## src/rtl/timer_req_scheduler_if.sv

```systemverilog
// Client/timer signal bundle for timer_req_scheduler.
// slave = scheduler side; master = the clients plus the timer host that drive it.
interface timer_req_scheduler_if #(
    parameter int unsigned NUM_REQ     = 4,
    parameter int unsigned TIMER_WIDTH = 32
);
    logic [NUM_REQ-1:0]             req;
    logic [NUM_REQ*TIMER_WIDTH-1:0] req_load;
    logic [NUM_REQ-1:0]             req_abort;
    logic                           sched_pause;
    logic [NUM_REQ-1:0]             grant;
    logic [NUM_REQ-1:0]             done;
    logic                           done_cause;
    logic [NUM_REQ-1:0]             aborted;
    logic                           sched_err;
    logic                           busy;
    logic [TIMER_WIDTH-1:0]         timer_load;
    logic                           timer_start;
    logic                           timer_stop;
    logic                           timer_pause;
    logic                           timer_overflow;
    logic                           timer_match;
    logic                           timer_active;

    modport slave (
        input  req, req_load, req_abort, sched_pause,
        input  timer_overflow, timer_match, timer_active,
        output grant, done, done_cause, aborted, sched_err, busy,
        output timer_load, timer_start, timer_stop, timer_pause
    );

    modport master (
        output req, req_load, req_abort, sched_pause,
        output timer_overflow, timer_match, timer_active,
        input  grant, done, done_cause, aborted, sched_err, busy,
        input  timer_load, timer_start, timer_stop, timer_pause
    );
endinterface

```

## src/rtl/timer_req_scheduler.sv

```systemverilog
// Round-robin scheduler sharing one timer engine among NUM_REQ requesters.
// Every output is a register; strobes are kept mutually exclusive by the state sequence.
module timer_req_scheduler #(
    parameter int unsigned NUM_REQ     = 4,
    parameter int unsigned TIMER_WIDTH = 32,
    parameter int unsigned ACK_TIMEOUT = 16
) (
    input  logic                  clk,
    input  logic                  rst_n,
    timer_req_scheduler_if.slave  bus
);
    localparam int unsigned IDX_W = $clog2(NUM_REQ);
    localparam int unsigned CNT_W = $clog2(ACK_TIMEOUT + 1);

    typedef enum logic [2:0] {
        IDLE, START, WAIT_ACT, RUN, STOP, DRAIN
    } state_t;

    state_t                 state_q;
    logic [IDX_W-1:0]       owner_q;
    logic [IDX_W-1:0]       rr_ptr_q;
    logic [CNT_W-1:0]       ack_cnt_q;
    logic [NUM_REQ-1:0]     grant_q;
    logic [NUM_REQ-1:0]     done_q;
    logic                   done_cause_q;
    logic [NUM_REQ-1:0]     aborted_q;
    logic                   sched_err_q;
    logic                   busy_q;
    logic [TIMER_WIDTH-1:0] timer_load_q;
    logic                   timer_start_q;
    logic                   timer_stop_q;
    logic                   timer_pause_q;

    logic                   found_d;
    logic [IDX_W-1:0]       pick_d;
    logic [IDX_W-1:0]       cand;
    int unsigned            sum;
    logic [TIMER_WIDTH-1:0] load_d;

    // First requester strictly after rr_ptr, wrapping; works for non-power-of-2 NUM_REQ.
    always_comb begin
        found_d = 1'b0;
        pick_d  = '0;
        cand    = '0;
        sum     = 0;
        for (int unsigned i = 1; i <= NUM_REQ; i++) begin
            sum = 32'(rr_ptr_q) + i;
            if (sum >= NUM_REQ) sum = sum - NUM_REQ;
            cand = IDX_W'(sum);
            if (!found_d && bus.req[cand]) begin
                found_d = 1'b1;
                pick_d  = cand;
            end
        end
        load_d = bus.req_load[pick_d*TIMER_WIDTH +: TIMER_WIDTH];
    end

    always_ff @(posedge clk) begin
        if (!rst_n) begin
            state_q       <= IDLE;
            owner_q       <= '0;
            rr_ptr_q      <= IDX_W'(NUM_REQ - 1);
            ack_cnt_q     <= '0;
            grant_q       <= '0;
            done_q        <= '0;
            done_cause_q  <= 1'b0;
            aborted_q     <= '0;
            sched_err_q   <= 1'b0;
            busy_q        <= 1'b0;
            timer_load_q  <= '0;
            timer_start_q <= 1'b0;
            timer_stop_q  <= 1'b0;
            timer_pause_q <= 1'b0;
        end else begin
            timer_start_q <= 1'b0;
            timer_stop_q  <= 1'b0;
            done_q        <= '0;
            done_cause_q  <= 1'b0;
            aborted_q     <= '0;
            sched_err_q   <= 1'b0;
            case (state_q)
                IDLE: begin
                    if (found_d) begin
                        owner_q       <= pick_d;
                        rr_ptr_q      <= pick_d;
                        grant_q       <= NUM_REQ'(1) << pick_d;
                        timer_load_q  <= load_d;
                        timer_start_q <= 1'b1;
                        busy_q        <= 1'b1;
                        state_q       <= START;
                    end
                end
                START: begin
                    ack_cnt_q <= '0;
                    state_q   <= WAIT_ACT;
                end
                WAIT_ACT: begin
                    if (bus.timer_active) begin
                        timer_pause_q <= bus.sched_pause;
                        state_q       <= RUN;
                    end else begin
                        ack_cnt_q <= ack_cnt_q + CNT_W'(1);
                        if (ack_cnt_q == CNT_W'(ACK_TIMEOUT - 1)) begin
                            sched_err_q <= 1'b1;
                            grant_q     <= '0;
                            busy_q      <= 1'b0;
                            state_q     <= IDLE;
                        end
                    end
                end
                RUN: begin
                    if (bus.timer_match || bus.timer_overflow) begin
                        done_q        <= grant_q;
                        done_cause_q  <= bus.timer_overflow;
                        timer_pause_q <= 1'b0;
                        state_q       <= STOP;
                    end else if (bus.req_abort[owner_q]) begin
                        aborted_q     <= grant_q;
                        timer_pause_q <= 1'b0;
                        state_q       <= STOP;
                    end else begin
                        timer_pause_q <= bus.sched_pause;
                    end
                end
                // Stop strobe is registered on leaving STOP so it never shares a cycle with done/aborted.
                STOP: begin
                    timer_stop_q <= 1'b1;
                    state_q      <= DRAIN;
                end
                DRAIN: begin
                    if (!bus.timer_active) begin
                        grant_q <= '0;
                        busy_q  <= 1'b0;
                        state_q <= IDLE;
                    end
                end
                default: state_q <= IDLE;
            endcase
        end
    end

    assign bus.grant       = grant_q;
    assign bus.done        = done_q;
    assign bus.done_cause  = done_cause_q;
    assign bus.aborted     = aborted_q;
    assign bus.sched_err   = sched_err_q;
    assign bus.busy        = busy_q;
    assign bus.timer_load  = timer_load_q;
    assign bus.timer_start = timer_start_q;
    assign bus.timer_stop  = timer_stop_q;
    assign bus.timer_pause = timer_pause_q;
endmodule

```

## src/flat_wrapper.sv

```systemverilog
// flat-port wrapper written by rule: the top's interface ports become plain ports
module timer_req_scheduler_flat 
#(
    parameter int unsigned NUM_REQ     = 4,
    parameter int unsigned TIMER_WIDTH = 32,
    parameter int unsigned ACK_TIMEOUT = 16
)
  (clk, rst_n, bus_req, bus_req_load, bus_req_abort, bus_sched_pause, bus_timer_overflow, bus_timer_match, bus_timer_active, bus_grant, bus_done, bus_done_cause, bus_aborted, bus_sched_err, bus_busy, bus_timer_load, bus_timer_start, bus_timer_stop, bus_timer_pause);
  timer_req_scheduler_if #(.NUM_REQ(NUM_REQ), .TIMER_WIDTH(TIMER_WIDTH)) bus_i ();
  input  logic clk;
  input  logic rst_n;
  input wire logic [$bits(bus_i.req)-1:0] bus_req;
  input wire logic [$bits(bus_i.req_load)-1:0] bus_req_load;
  input wire logic [$bits(bus_i.req_abort)-1:0] bus_req_abort;
  input wire logic [$bits(bus_i.sched_pause)-1:0] bus_sched_pause;
  input wire logic [$bits(bus_i.timer_overflow)-1:0] bus_timer_overflow;
  input wire logic [$bits(bus_i.timer_match)-1:0] bus_timer_match;
  input wire logic [$bits(bus_i.timer_active)-1:0] bus_timer_active;
  output wire logic [$bits(bus_i.grant)-1:0] bus_grant;
  output wire logic [$bits(bus_i.done)-1:0] bus_done;
  output wire logic [$bits(bus_i.done_cause)-1:0] bus_done_cause;
  output wire logic [$bits(bus_i.aborted)-1:0] bus_aborted;
  output wire logic [$bits(bus_i.sched_err)-1:0] bus_sched_err;
  output wire logic [$bits(bus_i.busy)-1:0] bus_busy;
  output wire logic [$bits(bus_i.timer_load)-1:0] bus_timer_load;
  output wire logic [$bits(bus_i.timer_start)-1:0] bus_timer_start;
  output wire logic [$bits(bus_i.timer_stop)-1:0] bus_timer_stop;
  output wire logic [$bits(bus_i.timer_pause)-1:0] bus_timer_pause;
  assign bus_i.req = bus_req;
  assign bus_i.req_load = bus_req_load;
  assign bus_i.req_abort = bus_req_abort;
  assign bus_i.sched_pause = bus_sched_pause;
  assign bus_i.timer_overflow = bus_timer_overflow;
  assign bus_i.timer_match = bus_timer_match;
  assign bus_i.timer_active = bus_timer_active;
  assign bus_grant = bus_i.grant;
  assign bus_done = bus_i.done;
  assign bus_done_cause = bus_i.done_cause;
  assign bus_aborted = bus_i.aborted;
  assign bus_sched_err = bus_i.sched_err;
  assign bus_busy = bus_i.busy;
  assign bus_timer_load = bus_i.timer_load;
  assign bus_timer_start = bus_i.timer_start;
  assign bus_timer_stop = bus_i.timer_stop;
  assign bus_timer_pause = bus_i.timer_pause;
  timer_req_scheduler #(.NUM_REQ(NUM_REQ), .TIMER_WIDTH(TIMER_WIDTH), .ACK_TIMEOUT(ACK_TIMEOUT)) u_core (.clk(clk), .rst_n(rst_n), .bus(bus_i));
endmodule
```

## config.mk

```make
export PLATFORM = sky130hd
export DESIGN_NAME = timer_req_scheduler_flat
export DESIGN_NICKNAME = d
export VERILOG_FILES = /design/src/rtl/timer_req_scheduler_if.sv /design/src/rtl/timer_req_scheduler.sv /design/src/flat_wrapper.sv
export SDC_FILE = /design/constraint.sdc
export NUM_CORES = 1
export LEC_CHECK = 0
export ABC_AREA = 1
export BUFFER_PORTS_ARGS = -buffer_cell sky130_fd_sc_hd__buf_2
export CAP_MARGIN = 20
export CORE_MARGIN = 1.5
export CORE_UTILIZATION = 50
export CTS_BUF_LIST = sky130_fd_sc_hd__clkbuf_8
export CTS_CLUSTER_DIAMETER = 60
export DETAILED_ROUTE_END_ITERATION = 16
export GPL_ROUTABILITY_DRIVEN = 0
export GPL_TIMING_DRIVEN = 0
export PLACE_DENSITY = 0.85
export SYNTH_ARGS = -nofsm -noshare
export SYNTH_HDL_FRONTEND = slang
export SYNTH_SLANG_ARGS = --single-unit
```

## constraint.sdc

```tcl
create_clock -name clk -period 3.1 [get_ports clk]
set_input_delay 0.31 -clock clk [delete_from_list [all_inputs] [get_ports clk]]
set_output_delay 0.31 -clock clk [all_outputs]
set_load 0.01 [all_outputs]
```

### Word-level counts from Yosys, hierarchy flattened

Index checks and enable logic that the tools add are counted.

* add/sub/neg operators: 9
* order comparisons: 9
* equal/unequal tests: 13
* shift-type cells: 2
* multiplexer cells: 48
* bitwise gates (word level): 4
* reductions and logical operators: 20

Operators with widths (count)
* $shiftx 128x8->32: 1
* $mux 1: 19
* $mux 3: 6
* $pmux 3 s6: 1
* $mux 2: 8
* $mux 4: 4
* $lt 2x3->1 const B: 5
* $pmux 4 s3: 1
* $bmux 1 s2: 5
* $pmux 5 s2: 1
* $ge 3x3->1 const B: 3
* $reduce_and 2->1: 4
* $sub 2x1->2 const B: 4
* $add 2x2->3 const B: 2
* $eq 3x2->1 const B: 2
* $eq 3x3->1 const B: 2
* $ne 2x2->1 const B: 3
* $add 5x1->5 const B: 1
* $eq 5x4->1 const B: 1
* $mux 5: 1
* $reduce_and 5->1: 1
* $add 2x3->4 const B: 1
* $ge 4x3->1 const B: 1
* $ne 2x1->1 const B: 2
* other kinds (18): 26

* register bits: 62
* bits of input ports: 142
* output and inout port bits: 50
* logic and storage cells: 119

### Depth between registers and ports, before layout

* word-level depth: 18
* depth in mapped cells: 17
* gate-level depth less buffers: 16

### Worst setup path after synthesis

No wires, ideal clock.

* kind: register to register
* start point: reg u_core.rr_ptr_q[0]
* end point: reg u_core.timer_load_q[8] (netlist: u_core.bus.timer_load[8])
* library setup time: 0.117 ns
* data arrival time: 1.737 ns
* required time: 2.983 ns
* path slack: 1.246 ns
* cell stages (with the launch flop): 16
* buffers on the path: 2
* cell sequence: dfxtp_1 > inv_2 > nand2_1 > nand2_1 > nand2_1 > nand2_1 > nor2_4 > nand3_2 > nand2_4 > nand2_4 > buf_6 > buf_6 > nand3_1 > nand3_1 > nor2_1 > nor2_1

* word-level cells in the longest chain between the ends: 16

RTL lines
* start, declared: line timer_req_scheduler.sv:21 `logic [IDX_W-1:0] rr_ptr_q;`
* start signal, assigned: line timer_req_scheduler.sv:62 `rr_ptr_q <= IDX_W'(NUM_REQ - 1);`
* start signal, assigned: line timer_req_scheduler.sv:85 `rr_ptr_q <= pick_d;`
* $add 2x1->3: line timer_req_scheduler.sv:47 `sum = 32'(rr_ptr_q) + i;`
* $ge 3x3->1 or $sub 2x1->2 (tied branches): line timer_req_scheduler.sv:48 `if (sum >= NUM_REQ) sum = sum - NUM_REQ;`
* $mux 2: line timer_req_scheduler.sv:48
* $bmux 1 s2: line timer_req_scheduler.sv:50 `if (!found_d && bus.req[cand]) begin`
* $mux 1 (implied by the code): line timer_req_scheduler.sv:50
* $mux 1: line timer_req_scheduler.sv:50
* $logic_not 1->1: line timer_req_scheduler.sv:50
* $logic_and 1x1->1: line timer_req_scheduler.sv:50
* $mux 1: line timer_req_scheduler.sv:50
* $logic_not 1->1: line timer_req_scheduler.sv:50
* $logic_and 1x1->1: line timer_req_scheduler.sv:50
* $mux 1: line timer_req_scheduler.sv:50
* $logic_not 1->1: line timer_req_scheduler.sv:50
* $logic_and 1x1->1: line timer_req_scheduler.sv:50
* $mux 2 or $mux 1 (tied branches): line timer_req_scheduler.sv:50
* $shiftx 128x8->32 or $reduce_and 2->1 (tied branches)
* end signal, assigned: line timer_req_scheduler.sv:87 `timer_load_q <= load_d;`
* end, declared: line timer_req_scheduler.sv:29 `logic [TIMER_WIDTH-1:0] timer_load_q;`

Several ways; a longest one is shown, not always the timed one. The select of a mux whose other input is x is not followed.
A chain may end at the register's enable or synchronous reset.

### Worst setup path in the final report

* start point: reg u_core.rr_ptr_q[0]
* end point: reg u_core.timer_load_q[5] (netlist: u_core.bus.timer_load[5])

Same word-level chain as after synthesis.

==> results.md <==
- Status: finished clean
- Starting DRT DRC Count: between 300 and 400
- Dpl hpwl: 10.4 mm
- Setup violators final: 0
- Unique masters post-synth: 30
- # H-tree levels: 3
- Async S/R FF share, synth: 0%
- Met3 Resource Use GR: 6.60%
- Critical Path AT: about 2.6 ns
- Via density: 5.70
- Hold Crit Class: in -> reg
- Placed cells: 856
- Power consumption: 6.57 mW
- Die W: about 88 microns
- CTS max path bufs: 2
- Number of buffers created by CTS: 9
- GRT Overall Usage: around a third
- Clock sink total: 62
- Commonest cells in the netlist: nand2_1 (116), nor2_1 (93), nand3_1 (92)
- Die area: about 0.0078 sq mm
- Largest net degree at the start of global routing: 12
- Synth Net Count: between 700 and 800
- Met2 Usage GRT: approximately three fifths
- Layout Cells excl Fill: between 800 and 900
- I/O Buffers: 191
- Gr busiest metal: met2
- PostCTS Resize Cnt: 0
- Clk Latency, worst-skew pair: ~0.35 ns
- IO Pins: ~190
- Top cells by area, synth: dfxtp_1 (34%), nand3_1 (13%), nand2_1 (12%)
- Syn. warnings: 0
- Syn Inst Count: 569
- Drt pass-1 iters: 6
- RSZ-0062 raised after global routing: no
- Achievable Freq: about 420 MHz
- Layout cells sized above 1: between 30 and 40%
- Syn Area/Cell: around 6.4 sq um
- Core area: a little under 0.007 sq mm
- CTS root buffer: clkbuf_8
- Routed WL per cell: about 16 microns
- Routed WL: 13.8 mm
- Worst VDD drop: 758 uV
- Hold-fix buffers at CTS: 0
- CTS tree: built
- P_leak: about 2.5 nW
- Post-route ant nets: 0
- Pre-CTS setup slack: just under 0.8 ns
- Max_slew headroom: between 60% and 70%
- Total setup buffers inserted after CTS: 0
- Slew Limit Fails: 0
- Final period util: between 70 and 80%
- Vias in the first global route: between 4000 and 5000
- Site row count: 30
- Final Hold Viols: 0
- Post-synth top area share: 34.2%
- Starting density of the core: between 50 and 60%
- Worst Slack Setup Final: approximately 0.71 ns
- Final net count: just over 900
- Synthesized area: 0.00363 sq mm
- Yosys reg bits: 62
- Final worst path period need: 2.39 ns
- Worst Path Max Fanout: 10
- Area growth from synthesis to layout: 35.4%
- Crit. End Element: flip-flop
- Met1 Use GR: 43.3%
- Largest area contributor in the synthesized netlist: dfxtp_1
- Setup TNS: 0 ns
- Clock transition at path regs: roughly 0.07 ns
- N_diodes: 0
- GR Overflow Total: 0
- Worst EP required: around 3.3 ns
- Residual DRC count: 0
- Crit start category: flip-flop
- # Max-Cap Violations: 0
- PwrDens: about 1300 mW/mm^2
- CP Class: reg -> reg
- Synth Flop Type: dfxtp_1
- Skew final: 0.00768 ns
- Initial antenna violation count: 0
- Actual slew at the worst max-slew pin: roughly 0.6 ns
- Most frequent cell after synthesis: nand2_1
- Seq/Total Area, Yosys: between 30 and 40%
- First-pass GRT wire length: ~21 mm
- Die height: approximately 90 microns
- Via Count: slightly below 5000
- Post-layout util: a little under three quarters
- Number of flops mapped to enable cells by yosys: 0
per-stage QoR:
| step | hold slack [ns] | area [sq um] |
|---|---|---|
| after global placement | 0.457 | 4710 |
| after floorplan | 0.422 | 3630 |
| after global routing | 0.235 | 4910 |
| final | 0.205 | 4910 |
| after CTS | 0.194 | 4910 |
| after detailed placement | 0.457 | 4710 |
layout make-up:
class                           instances  area, sq um
Multi-Input combinational cell        436         2070
Fill cell                             631         1990
Tap cell                               96          120
Buffer                                 39          200
Clock buffer                           11          151
Clock inverter                          5         57.6
Sequential cell                        62         1240
Timing Repair Buffer                  191          956
Inverter                               32          120
path summary, 6_finish.rpt:
path | end | cells past startpoint | from | slack (ns)
worst max-delay path | u_core.bus.timer_load[5] | 14 | u_core.rr_ptr_q[0] | 0.71
worst min-delay path | u_core.bus.done_cause | 3 | bus_timer_overflow | 0.21
worst max register to register | u_core.bus.timer_load[5] | 14 | u_core.rr_ptr_q[0] | 0.71
worst min register to register | u_core.bus.done[3] | 2 | u_core.bus.grant[3] | 0.47
flip-flops by register name, indices dropped and copies added, names as in the netlist:
| name | flops |
|---|---|
| u_core.bus.done_cause | 1 |
| u_core.bus.busy | 1 |
| u_core.bus.sched_err | 1 |
| u_core.bus.timer_pause | 1 |
| u_core.bus.aborted | 4 |
| u_core.bus.done | 4 |
| u_core.state_q | 3 |
| u_core.bus.timer_load | 32 |
| u_core.ack_cnt_q | 5 |
| u_core.rr_ptr_q | 2 |
| u_core.bus.timer_stop | 1 |
| u_core.owner_q | 2 |
| u_core.bus.grant | 4 |
| u_core.bus.timer_start | 1 |
cells by family (layout without fill, tap and decap cells):
kind of cell | after synthesis | count (layout) | share of synthesized area [%]
adder cells (fa/ha/maj) | 2 | 2 | 0.689
buffers and inverters | 71 | 278 | 8.82
AND/OR/NAND/NOR | 369 | 369 | 46.8
AO/OA/AOI/OAI | 65 | 65 | 9.51
flip-flops | 62 | 62 | 34.2
metal layers:
metal / wire length (microns) / part of all wire [%] / up-vias
li1: - / - / 2328
met5: 0 / 0 / -
met1: 5260 / 38 / 2193
met3: 1450 / 10 / 72
met2: 6400 / 46 / 380
met4: 686 / 5.0 / 0
worst max-delay path, cell delays in order, from the launching register on:
cell and delay (ns):
dfxtp_1 0.49, inv_2 0.16, nand2_1 0.12, nand2_1 0.09, nand2_1 0.10, nand2_1 0.10
nor2_4 0.16, nand2_1 0.07, nor2_1 0.18, nor2_4 0.09, buf_1 0.29, nand3_1 0.18
nand3_1 0.11, nor2_1 0.10, nor2_1 0.05
power by group:
group	leakage (nW)	internal [mW]	total [mW]	switching [mW]
clock	0.0976	0.413	0.761	0.347
sequential	0.510	1.06	1.22	0.154
combinational	1.88	1.49	4.59	3.11
total	2.49	2.96	6.57	3.61
placed cells by master, fill, tap and decap left out, drive strengths merged, types with 2 or more instances in the layout:
master,Yosys,layout
a21oi,14,14
buf,20,211
clkbuf,19,30
clkinvlp,0,3
dfxtp,62,62
ha,2,2
inv,32,32
nand2,122,122
nand3,93,93
nand4,47,47
nor2,98,98
nor3,6,6
nor4,2,2
o211ai,2,2
o21ai,44,44
No activity file was read; power rests on OpenSTA's default activity.
